**config.mk**
```make
export PLATFORM = sky130hd
export DESIGN_NAME = pipe_ctrl
export DESIGN_NICKNAME = d
export VERILOG_FILES = /design/src/rtl/pipe_ctrl_pkg.sv /design/src/rtl/pipe_ctrl_load_use_detect.sv /design/src/rtl/pipe_ctrl.sv
export SDC_FILE = /design/constraint.sdc
export NUM_CORES = 1
export LEC_CHECK = 0
export ABC_CLOCK_PERIOD_IN_PS = 3650
export CAP_MARGIN = 40
export CORE_UTILIZATION = 42
export DETAILED_ROUTE_END_ITERATION = 10
export PLACE_DENSITY = 0.8
export SLEW_MARGIN = 20
export SYNTH_ARGS = -nofsm -noshare
export SYNTH_HDL_FRONTEND = slang
export SYNTH_SLANG_ARGS = --single-unit
```
**constraint.sdc**
```tcl
create_clock -name clk -period 3.65 [get_ports clk]
set_input_delay 1.095 -clock clk [delete_from_list [all_inputs] [get_ports clk]]
set_output_delay 1.095 -clock clk [all_outputs]
set_load 0.02 [all_outputs]
```
**src/rtl/pipe_ctrl_pkg.sv**
```systemverilog
// Shared encodings and types for the 5-stage pipeline controller.
package pipe_ctrl_pkg;

  typedef logic [1:0] ctrl_bus_t;

  localparam ctrl_bus_t CTRL_STATE_DEFAULT = 2'b00;
  localparam ctrl_bus_t CTRL_STATE_STALLED = 2'b01;
  localparam ctrl_bus_t CTRL_STATE_BUBBLE  = 2'b10;

  localparam int unsigned ST_W = 2;
  localparam logic [ST_W-1:0] ST_RUN      = 2'd0;
  localparam logic [ST_W-1:0] ST_MEM_WAIT = 2'd1;
  localparam logic [ST_W-1:0] ST_FLUSH    = 2'd2;

  typedef struct packed {
    ctrl_bus_t pc;
    ctrl_bus_t if_id;
    ctrl_bus_t id_ex;
    ctrl_bus_t ex_mem;
    ctrl_bus_t mem_wb;
  } stage_ctrl_t;

  function automatic stage_ctrl_t stage_ctrl(
    input ctrl_bus_t pc,
    input ctrl_bus_t if_id,
    input ctrl_bus_t id_ex,
    input ctrl_bus_t ex_mem,
    input ctrl_bus_t mem_wb
  );
    stage_ctrl_t s;
    s.pc     = pc;
    s.if_id  = if_id;
    s.id_ex  = id_ex;
    s.ex_mem = ex_mem;
    s.mem_wb = mem_wb;
    return s;
  endfunction

endpackage

```
**src/rtl/pipe_ctrl_load_use_detect.sv**
```systemverilog
// Flags a load in EX whose destination is read by the instruction in ID.
module pipe_ctrl_load_use_detect (
  input  logic [4:0] id_rs1_addr,
  input  logic [4:0] id_rs2_addr,
  input  logic       id_rs1_used,
  input  logic       id_rs2_used,
  input  logic [4:0] ex_rd_addr,
  input  logic       ex_wreg,
  input  logic       ex_is_load,
  output logic       load_use_c
);

  logic rs1_hit;
  logic rs2_hit;

  assign rs1_hit = id_rs1_used && (id_rs1_addr == ex_rd_addr);
  assign rs2_hit = id_rs2_used && (id_rs2_addr == ex_rd_addr);

  // x0 is hardwired, so a load targeting it never creates a dependency
  assign load_use_c = ex_is_load && ex_wreg && (ex_rd_addr != 5'd0) && (rs1_hit || rs2_hit);

endmodule

```
**src/rtl/pipe_ctrl.sv**
```systemverilog
// Per-stage stall/bubble control for the 5-stage core, with redirect flush
// sequencing, memory-wait stalling and performance counters.
module pipe_ctrl
  import pipe_ctrl_pkg::*;
#(
  parameter int unsigned FLUSH_CYCLES = 1,
  parameter int unsigned CNT_W        = 32
) (
  input  logic             clk,
  input  logic             rst,
  input  logic [4:0]       id_rs1_addr_i,
  input  logic [4:0]       id_rs2_addr_i,
  input  logic             id_rs1_used_i,
  input  logic             id_rs2_used_i,
  input  logic [4:0]       ex_rd_addr_i,
  input  logic             ex_wreg_i,
  input  logic             ex_is_load_i,
  input  logic             ex_redirect_i,
  input  logic             mem_busy_i,
  input  logic             if_busy_i,
  output logic [1:0]       ctrl_pc_o,
  output logic [1:0]       ctrl_if_id_o,
  output logic [1:0]       ctrl_id_ex_o,
  output logic [1:0]       ctrl_ex_mem_o,
  output logic [1:0]       ctrl_mem_wb_o,
  output logic             redirect_fire_o,
  output logic [CNT_W-1:0] stall_cnt_o,
  output logic [CNT_W-1:0] flush_cnt_o
);

  localparam int unsigned FL_W = (FLUSH_CYCLES > 0) ? $clog2(FLUSH_CYCLES + 1) : 1;
  localparam logic [FL_W-1:0] FLUSH_LOAD = FL_W'(FLUSH_CYCLES);

  localparam ctrl_bus_t D = CTRL_STATE_DEFAULT;
  localparam ctrl_bus_t S = CTRL_STATE_STALLED;
  localparam ctrl_bus_t B = CTRL_STATE_BUBBLE;

  logic [ST_W-1:0]  state;
  logic [ST_W-1:0]  state_nxt;
  logic             pending_redirect;
  logic             pending_redirect_nxt;
  logic [FL_W-1:0]  flush_left;
  logic [FL_W-1:0]  flush_left_nxt;
  logic [CNT_W-1:0] stall_cnt;
  logic [CNT_W-1:0] flush_cnt;
  stage_ctrl_t      ctrl;
  logic             fire;
  logic             flush_inc;
  logic             load_use;
  logic             redirect_req;

  pipe_ctrl_load_use_detect u_load_use (
    .id_rs1_addr (id_rs1_addr_i),
    .id_rs2_addr (id_rs2_addr_i),
    .id_rs1_used (id_rs1_used_i),
    .id_rs2_used (id_rs2_used_i),
    .ex_rd_addr  (ex_rd_addr_i),
    .ex_wreg     (ex_wreg_i),
    .ex_is_load  (ex_is_load_i),
    .load_use_c  (load_use)
  );

  // A redirect parked during a memory wait is only replayed from MEM_WAIT
  assign redirect_req = ex_redirect_i || ((state == ST_MEM_WAIT) && pending_redirect);

  // Next-state and per-stage control, highest-priority condition first
  always_comb begin
    ctrl                 = stage_ctrl(D, D, D, D, D);
    fire                 = 1'b0;
    flush_inc            = 1'b0;
    state_nxt            = state;
    pending_redirect_nxt = pending_redirect;
    flush_left_nxt       = flush_left;

    if (rst) begin
      ctrl = stage_ctrl(S, B, B, B, B);
    end else if (mem_busy_i) begin
      ctrl      = stage_ctrl(S, S, S, S, B);
      state_nxt = ST_MEM_WAIT;
      if (ex_redirect_i) begin
        pending_redirect_nxt = 1'b1;
      end
    end else if (redirect_req) begin
      ctrl                 = stage_ctrl(D, B, B, D, D);
      fire                 = 1'b1;
      flush_inc            = 1'b1;
      pending_redirect_nxt = 1'b0;
      flush_left_nxt       = FLUSH_LOAD;
      state_nxt            = (FLUSH_CYCLES != 0) ? ST_FLUSH : ST_RUN;
    end else begin
      if (load_use) begin
        ctrl = stage_ctrl(S, S, B, D, D);
      end else if (flush_left != '0) begin
        ctrl           = stage_ctrl(D, B, D, D, D);
        flush_left_nxt = flush_left - FL_W'(1);
      end else if (if_busy_i) begin
        ctrl = stage_ctrl(S, B, D, D, D);
      end
      // Resumes an interrupted flush when leaving MEM_WAIT
      state_nxt = (flush_left_nxt != '0) ? ST_FLUSH : ST_RUN;
    end
  end

  always_ff @(posedge clk) begin
    if (rst) begin
      state            <= ST_RUN;
      pending_redirect <= 1'b0;
      flush_left       <= '0;
    end else begin
      state            <= state_nxt;
      pending_redirect <= pending_redirect_nxt;
      flush_left       <= flush_left_nxt;
    end
  end

  // Counters wrap naturally at 2^CNT_W
  always_ff @(posedge clk) begin
    if (rst) begin
      stall_cnt <= '0;
      flush_cnt <= '0;
    end else begin
      if (ctrl.pc == CTRL_STATE_STALLED) begin
        stall_cnt <= stall_cnt + CNT_W'(1);
      end
      if (flush_inc) begin
        flush_cnt <= flush_cnt + CNT_W'(1);
      end
    end
  end

  assign ctrl_pc_o       = ctrl.pc;
  assign ctrl_if_id_o    = ctrl.if_id;
  assign ctrl_id_ex_o    = ctrl.id_ex;
  assign ctrl_ex_mem_o   = ctrl.ex_mem;
  assign ctrl_mem_wb_o   = ctrl.mem_wb;
  assign redirect_fire_o = fire;
  assign stall_cnt_o     = stall_cnt;
  assign flush_cnt_o     = flush_cnt;

endmodule
```
==> metrics <==
crit path time final 3.58 ns; relative slew slack 60.5%; Leak Pwr 1.66 nW; Setup Buffers After CTS 0; Final Cycle Share 98.1%; Peak supply drop 231 µV; Final Skew 0.00993 ns; Syn Area/Cell 8.34 µm²; Via density 5.55; pre-CTS setup slack -0.854 ns; Storage cell area 1360 µm²; Hold Crit Class register to register; startpoint types input pin; DRT Pass-1 Iters 4; Req. time, crit path 2.55 ns; Cell Area, Synth 3470 µm²; final-report max-slew violation count 0; DR DRC count 0; Main synth FF type dfxtp_1; routed length on met2 4570 µm; most frequent cells in the layout clkdlybuf4s50_1 (74), dfxtp_1 (68), nor2_1 (40), a21oi_1 (37), nand2_1 (31); crit path kind input pin to output pin; CTS Sinks 68; layout cells sized above 1 11.4%; met1 wire length 3950 µm; I/O pin total 99; post-synthesis mux area share 0.289%; Synth Area in Compound Gates 15.8%; GR Overflow Total 0; dpl cells 612; final core occ 61.3%; FILL cells 690; Vias 3484; adder-cell area share of the yosys netlist 0.722%; Area Overhead vs Synth 38.6%; Core Region 7850 µm²; cell area after placement 4560 µm²; Synth Instances 416; Seq cells post-synth 68; DP HPWL 6470 µm; post-route cell area 4810 µm²; Multi-input gate area 1960 µm²; crit end category output pin; TNS Setup 0 ns; Synth warnings 0; largest net degree at the start of global routing 60; H-tree depth 3; global-route wire length before repair 15200 µm; P per Cell Area 329 nW/µm²; Synth area leaders dfxtp_1 (39%), xnor2_1 (6.3%), a21oi_1 (5.5%), nor2_1 (4.3%), nand2_1 (3.4%); Site Rows 32; highest metal used met4; max_cap viols 0; met3 wire len 596 µm; number of global-route vias before repair 3310; Root Driver clkbuf_8; simple-gate share of the synthesized area 29.0%; count of final hold-check violations 0; Cell variety after synth 46; Final Worst Setup Slack 0.0676 ns; clock-pin slew on the worst setup and hold paths 0.07 ns; Layout Nets 547; antenna violations before repair 0; largest area contributor in the netlist dfxtp_1; Max Clk Rate 279 MHz; first-iteration detailed-routing DRC count 124; GRT Util Overall 21.8%; clk_lat worst skew 0.34 ns; GP Congestion 0.816; RSZ-0062 raised after global routing true; xor/xnor share of the synthesized area 9.09%; starting density of the core 44.2%; post-synth top area share 39.2%; final setup violation count 0; EDFF count, synth 0; sequential element share of the synthesized area 39.2%; status complete, no violations; n_diodes 0; Finished Layout Cells 628; Critical Path AT 2.49 ns; area of the die 8630 µm²; CP Max Fanout 4; Die H 92.9 µm; die width 92.9 µm; r2r setup slk 1.27 ns; Worst-Margin Slew 0.592 ns; CTS tree yes; CTS Buf Count 9; largest family of logic cells by synthesized area simple AND/OR/NAND/NOR gates; Routed Antenna Nets 0; port bufs 96; WL per Instance 14.7 µm; Async SR Flop Fraction 0%; most common cell after layout, fill and taps aside clkdlybuf4s50_1; Detailed Route WL 9250 µm; clock tree buffer depth 2
==> per-stage QoR <==
| stage | total power [W] | hold WS [ns] |
|---|---|---|
| after CTS | 0.00159 | 0.494 |
| after global placement | 0.000918 | 0.466 |
| final | 0.00158 | 0.496 |
| after global routing | 0.00164 | 0.521 |
| after detailed placement | 0.000923 | 0.478 |
| after floorplan | 0.000854 | 0.450 |
==> cell families (layout without fill, tap and decap cells) <==
kind of cell	Yosys count	count (layout)
other cells	1	2
fa+ha+maj	2	2
mux	1	1
buf+inv	37	146
compound gates	89	89
simple gates	182	182
xor+xnor	36	36
flops	68	68
==> what timing repair did <==
| item | 4_1_cts | 5_1_grt |
|---|---|---|
| gates cloned | 0 | 0 |
| endpoints found under the setup margin | 7 | 4 |
| pin swaps | 11 | 8 |
| hold buffers | 0 | 0 |
| gates resized for setup | 44 | 11 |
==> power breakdown <==
part | switching, W | internal [W]
combinational | 0.0000804 | 0.0000684
clock | 0.000286 | 0.000389
sequential | 0.00000839 | 0.000749
total | 0.000375 | 0.00121
==> cells in the mapped netlist, types with 5 or more instances <==
library cell	n
dfxtp_1	68
nor2_1	40
a21oi_1	38
nand2_1	31
xnor2_1	25
nand3_1	20
or3_1	18
inv_1	15
nand4_1	15
o31ai_1	15
or4_1	15
o21ai_1	12
xor2_1	11
and3_1	10
and4_1	10
clkbuf_1	9
nor3_1	9
o21ai_0	9
buf_4	5
buf_6	5
==> worst max-delay path: stages <==
cell	delay, ns
clkdlybuf4s50_1	0.46
nor2_1	0.15
inv_1	0.09
buf_4	0.15
nor2_1	0.17
dlygate4sd2_1	0.36
==> layout make-up <==
type                            count  area share, %
Clock buffer                       13           3.72
Clock inverter                      3          0.885
Inverter                           15           1.17
Multi-Input combinational cell    312           40.8
Sequential cell                    68           28.3
Tap cell                          102           2.65
Timing Repair Buffer              115           22.5
==> sequential cells by signal, summed over array words and instances (netlist names) <==
register / flops
flush_cnt_o: 32
pending_redirect: 1
flush_left: 1
stall_cnt_o: 32
state: 2
==> metal layers <==
metal | GRT usage (%) | vias up
met1 | 24.7 | 1630
met4 | 6.41 | 0
li1 | - | 1718
met3 | 7.72 | 16
met5 | 0 | -
met2 | 38.3 | 120
==> final timing paths <==
| check | startpoint | endpoint | cells after the start |
|---|---|---|---|
| setup reg to reg | flush_cnt_o[3] | flush_cnt_o[27] | 5 |
| hold reg to reg | flush_left | state[1] | 2 |
| hold / removal | flush_left | state[1] | 2 |
| setup / recovery | mem_busy_i | redirect_fire_o | 6 |
Power figures use the tool's default switching activity.
